[config.mk]
export PLATFORM = sky130hd
export DESIGN_NAME = ctrl_pipe
export DESIGN_NICKNAME = d
export VERILOG_FILES = /design/src/rtl/ctrl_pipe.sv
export SDC_FILE = /design/constraint.sdc
export NUM_CORES = 1
export LEC_CHECK = 0
export CAP_MARGIN = 10
export CORE_MARGIN = 5
export CORE_UTILIZATION = 51
export DETAILED_ROUTE_END_ITERATION = 8
export GPL_ROUTABILITY_DRIVEN = 0
export PLACE_DENSITY = 0.88
export SLEW_MARGIN = 20
export SYNTH_ARGS = -nofsm -noshare
export SYNTH_HDL_FRONTEND = slang
export SYNTH_SLANG_ARGS = --single-unit
[constraint.sdc]
create_clock -name clk -period 3.7 [get_ports clk]
set_input_delay 0.37 -clock clk [delete_from_list [all_inputs] [get_ports clk]]
set_output_delay 0.37 -clock clk [all_outputs]
set_load 0.05 [all_outputs]
[src/rtl/ctrl_pipe.sv]
// ctrl_pipe: carries decode-stage control words through the EX, MEM and WB
// pipeline registers. It inserts a bubble on a load-use hazard and squashes
// younger instructions when a BEQ resolves taken in MEM. Saturating
// stall/flush event counters are kept for debug.
//
// Upstream protocol: the decode stage presents a word with id_valid. When
// stall is high the word is not consumed and must be re-presented unchanged
// next cycle. When flush is high the ID word is discarded and IF/ID is cleared.
module ctrl_pipe #(
   parameter int REG_AW = 5,
   parameter int CNT_W  = 16
) (
   input  logic              clk,
   input  logic              rst,
   input  logic              id_valid,
   input  logic              id_wen,
   input  logic              id_alusrc,
   input  logic [2:0]        id_aluop,
   input  logic              id_regdst,
   input  logic              id_branch,
   input  logic              id_memwrite,
   input  logic              id_memread,
   input  logic              id_memtoreg,
   input  logic [REG_AW-1:0] id_rs,
   input  logic [REG_AW-1:0] id_rt,
   input  logic [REG_AW-1:0] id_rd,
   input  logic              mem_zero,
   output logic              ex_alusrc,
   output logic [2:0]        ex_aluop,
   output logic [REG_AW-1:0] ex_dst,
   output logic              mem_memread,
   output logic              mem_memwrite,
   output logic [REG_AW-1:0] mem_dst,
   output logic              wb_wen,
   output logic              wb_memtoreg,
   output logic [REG_AW-1:0] wb_dst,
   output logic              stall,
   output logic              flush,
   output logic [CNT_W-1:0]  stall_cnt,
   output logic [CNT_W-1:0]  flush_cnt
);

   // One pipeline-stage record. An all-zero record is a bubble.
   typedef struct packed {
      logic              valid;
      logic              wen;
      logic              alusrc;
      logic [2:0]        aluop;
      logic              branch;
      logic              memwrite;
      logic              memread;
      logic              memtoreg;
      logic [REG_AW-1:0] dst;
   } stage_t;

   stage_t id_word;
   stage_t ex_q;
   stage_t mem_q;
   stage_t wb_q;

   logic uses_rt;
   logic load_use;
   logic branch_taken;

   logic [CNT_W-1:0] stall_cnt_q;
   logic [CNT_W-1:0] flush_cnt_q;

   // Build the incoming stage record, resolving the destination register;
   // an invalid ID slot becomes a bubble.
   always_comb begin
      id_word = '0;
      if (id_valid) begin
         id_word.valid    = 1'b1;
         id_word.wen      = id_wen;
         id_word.alusrc   = id_alusrc;
         id_word.aluop    = id_aluop;
         id_word.branch   = id_branch;
         id_word.memwrite = id_memwrite;
         id_word.memread  = id_memread;
         id_word.memtoreg = id_memtoreg;
         id_word.dst      = id_regdst ? id_rd : id_rt;
      end
   end

   // Hazard and branch detection. rt counts as a source only for R-type and
   // branch operands (alusrc=0) and for store data. Loads into r0 never
   // hazard. A taken branch overrides the stall because the stalled
   // instruction is being squashed anyway.
   always_comb begin
      uses_rt      = ~id_alusrc | id_memwrite;
      load_use     = ex_q.valid & ex_q.memread & ex_q.wen &
                     (ex_q.dst != '0) & id_valid &
                     ((ex_q.dst == id_rs) | ((ex_q.dst == id_rt) & uses_rt));
      branch_taken = mem_q.valid & mem_q.branch & mem_zero;
      stall        = load_use & ~branch_taken;
      flush        = branch_taken;
   end

   // Stage registers: a flush bubbles EX and MEM, a stall bubbles EX only,
   // and WB always takes whatever leaves MEM.
   always_ff @(posedge clk) begin
      if (rst) begin
         ex_q  <= '0;
         mem_q <= '0;
         wb_q  <= '0;
      end else begin
         wb_q  <= mem_q;
         mem_q <= branch_taken ? '0 : ex_q;
         ex_q  <= (branch_taken | load_use) ? '0 : id_word;
      end
   end

   // Saturating debug counters; each one holds at all-ones.
   always_ff @(posedge clk) begin
      if (rst) begin
         stall_cnt_q <= '0;
         flush_cnt_q <= '0;
      end else begin
         if (stall && (stall_cnt_q != '1))
            stall_cnt_q <= stall_cnt_q + CNT_W'(1);
         if (flush && (flush_cnt_q != '1))
            flush_cnt_q <= flush_cnt_q + CNT_W'(1);
      end
   end

   // Stage outputs; memory strobes and register write are qualified by valid.
   assign ex_alusrc    = ex_q.alusrc;
   assign ex_aluop     = ex_q.aluop;
   assign ex_dst       = ex_q.dst;
   assign mem_memread  = mem_q.valid & mem_q.memread;
   assign mem_memwrite = mem_q.valid & mem_q.memwrite;
   assign mem_dst      = mem_q.dst;
   assign wb_wen       = wb_q.valid & wb_q.wen;
   assign wb_memtoreg  = wb_q.memtoreg;
   assign wb_dst       = wb_q.dst;
   assign stall_cnt    = stall_cnt_q;
   assign flush_cnt    = flush_cnt_q;

   // WB keeps the full record for debug visibility; these fields drive nothing.
   logic unused_wb_fields;
   assign unused_wb_fields = ^{wb_q.alusrc, wb_q.aluop, wb_q.branch,
                               wb_q.memwrite, wb_q.memread};

endmodule

==> metrics.md <==
| Metric | Value |
|---|---|
| CTS buffer count | `9` |
| VDD IR max | `0.2950 mV` |
| Antenna viol nets, final | `0` |
| Clk sinks | `66` |
| CP Cell Sequence | `or4_1 -> o2111a_2 -> nand2_2 -> nor2_1 -> clkdlybuf4s50_1` |
| R2R depth | `6` |
| Post-synth ARST share | `0%` |
| Detailed Route Iter0 Violations | `approximately 130` |
| Die area | `around 0.0075 mm²` |
| Max-cap violations | `0` |
| Hold path cells | `1` |
| Setup Skew | `between 0.008 and 0.009 ns` |
| Core area | `slightly below 0.006 mm²` |
| DR vias/cell | `~5.3` |
| Clock latency on the worst-skew pair | `0.34 ns` |
| Syn avg cell area | `between 9 and 10 µm²` |
| DIE WIDTH | `86.78 µm` |
| Critical Path Max Stage Delay | `0.71 ns` |
| Fin. Hold Viols | `0` |
| Fmax achieved | `between 300 and 400 MHz` |
| WS Path Type | `reg2out` |
| Critical R2R Capture | `stall_cnt[6]` |
| Die height | `86.78 µm` |
| Routed WL per cell | `14.36 µm` |
| Internal | `roughly 0.0011 W` |
| Min cycle time layout | `approximately 2.9 ns` |
| Actual slew at the worst max-slew pin | `just under 0.7 ns` |
| Yosys top cell area share | `between 40% and 50%` |
| Iteration count of the initial detailed-routing pass | `5` |
| GRT Resource Usage Total | `19.61%` |
| Post-synthesis cell count | `about 320` |
| CP Capture Type | `output pin` |
| CTS Hold Buffers Added | `0` |
| Register bit total from synthesis | `66` |
| Reg2reg start | `stall_cnt[0]` |
| Layout cell share with drive strength beyond 1 | `9.068%` |
| Fin nets | `between 400 and 500` |
| Synthesis warning total | `0` |
| Io pins | `86` |
| Dpl cell area | `approximately 0.0038 mm²` |
| Routed WL | `6779 µm` |
| RSZ-0062 raised after global routing | `no` |
| Hold_ws | `between 0.4 and 0.5 ns` |
| Critical Path Fanout Max | `6` |
| WP data required | `3.33 ns` |
| Area Overhead vs Synth | `32.29%` |
| Final setup violation count | `0` |
| Fin crit share | `about 80%` |
| R2R Setup Slk | `1.53 ns` |
| Hold Path End | `mem_q[7]` |
| Postcts setup bufs | `0` |
| Area of the mapped netlist | `approximately 0.003 mm²` |
| Status | `completed` |
| Most frequent cell after synthesis | `dfxtp_1` |
| Static leakage | `1.411 nW` |
| Top cells by count, synth | `dfxtp_1 (66), nor2_1 (36), and2_1 (23)` |
| Crit start category | `flip-flop` |
| Final core utilization | `between 60% and 70%` |
| Max-slew violation count | `0` |
| Area leader, netlist | `dfxtp_1` |
| Sequential share of the synthesized area | `43.95%` |
| Max clock buf depth | `2` |
| Slowest stage cell, crit path | `clkdlybuf4s50_1` |
| Design area | `0.003978 mm²` |
| Post-DP HPWL | `just over 5000 µm` |
| Fin cells | `about 470` |
| Global route overflow | `0` |
| Final TNS setup | `0 ns` |
| Row Count | `28` |
| Most used flip-flop cell after synthesis | `dfxtp_1` |
| Net switching power | `~0.00033 W` |
| CTS resizes | `0` |
| Logic pwr share | `under 10%` |
| Vias in the first global route | `between 2k and 2.5k` |
| Post-route DRC violation count | `0` |
| Dpl cells | `between 400 and 500` |
| Pwr per Cell Area | `365.7 mW/mm²` |
| Post-synth EDFFs | `0` |
| First-pass GRT wire length | `approximately 12,000 µm` |
| Initial antenna violation count | `0` |
| Top cells by area, synth | `dfxtp_1 (44%), xor2_1 (5.0%), and2_1 (4.8%)` |
| Clock Tree Root | `clkbuf_8` |
| H-tree depth | `3` |
| Net Sw Frac | `a little under a quarter` |
| Diode count | `0` |
| Initial Util | `about 52%` |
| TritonCTS clock tree | `done` |
| Clock transition at the registers of the reported paths | `roughly 0.070 ns` |
| Sequential power share | `between 50% and 60%` |
| Largest net degree at the start of global routing | `46` |
| IO buf count | `85` |
| Syn nets | `about 350` |
| DR vias | `between 2k and 3k` |
| Max_slew headroom | `between 50% and 60%` |
| Worst Path Arrival | `around 2.5 ns` |
| Post-synth cell types | `50` |
| Hold Crit Class | `reg2reg` |
| Hold_sp | `ex_q[7]` |
| Clock Power Share | `between 40% and 50%` |
## power by group through the flow
stage / sequential, W / clock, W / combinational (W)
floorplan: 0.000746 / 0 / 0.0000730
global placement: 0.000746 / 0 / 0.000116
detailed placement: 0.000747 / 0 / 0.000119
CTS: 0.000731 / 0.000622 / 0.000119
global route: 0.000732 / 0.000661 / 0.000127
finish: 0.000731 / 0.000606 / 0.000118
## critical path, delay by kind of cell, from the launching register on
family	cells	cell delay, ns
DFF	1	0.39
AOI/OAI and AO/OA	1	0.32
and+or+nand+nor	3	0.76
buffers and inverters	1	0.71
## state kept, by name (all words and copies together), names as in the netlist
| register | cells |
|---|---|
| ex_aluop | 3 |
| ex_alusrc | 1 |
| ex_dst | 5 |
| ex_q | 6 |
| flush_cnt | 16 |
| mem_dst | 5 |
| mem_q | 6 |
| stall_cnt | 16 |
| wb_dst | 5 |
| wb_memtoreg | 1 |
| wb_q | 2 |
## how the worst max path moves through the flow
stage	startpoint	to	slack (ns)
after floorplan	stall_cnt[0]	stall_cnt[6]	1.35
after global placement	id_rt[3]	stall	0.90
after detailed placement	id_rt[3]	stall	0.88
after CTS	ex_dst[2]	stall	0.81
after global routing	ex_dst[2]	stall	0.74
final	ex_dst[2]	stall	0.82
## cell type report
class / instances / area (µm²)
clock inverters: 5 / 52.55
well taps: 75 / 93.84
flip-flops and latches: 66 / 1321
clock buffers: 11 / 151.4
multi-input cells: 222 / 1470
repair buffers: 87 / 865.8
fillers: 487 / 1838
inverters: 6 / 22.52
## through the flow
step                power (W)  setup slack, ns
floorplan           0.0008195            1.352
global placement    0.0008624           0.8961
detailed placement  0.0008657           0.8819
CTS                  0.001472           0.8127
global route         0.001520           0.7375
finish               0.001455           0.8237
## metal layers
metal	vias to the layer above	global-route usage (%)	share of wire [%]
li1	1257	-	-
met1	1182	24.10	43
met2	66	32.30	50
met3	11	3.707	4.6
met4	0	10.48	1.9
met5	-	0	0
## cell usage in the layout, fill, tap and decap left out, types with 8 or more instances in the layout
cell type        netlist  final
xor2_1                17     17
nor2_1                36     36
a21oi_1               12     12
nor3_1                 8      8
clkdlybuf4s50_1        0     85
nand3_1               10     10
clkbuf_8               0     11
o31ai_1               10     10
nor2b_1               12     12
dfxtp_1               66     66
mux2i_1                8      8
and2_1                23     23
nand2_1               13     13
or4_1                  9      9
nand4_1               13     13
## cells by family (layout without fill, tap and decap cells)
| group | Yosys count | in the layout | share of synthesized area [%] |
|---|---|---|---|
| flops | 66 | 66 | 43.95 |
| fa+ha+maj | 2 | 2 | 0.8322 |
| buf+inv | 35 | 109 | 7.158 |
| xor+xnor | 24 | 24 | 6.991 |
| mux | 12 | 12 | 4.536 |
| compound gates | 36 | 36 | 8.406 |
| simple gates | 148 | 148 | 28.13 |
Power figures use the tool's default switching activity.
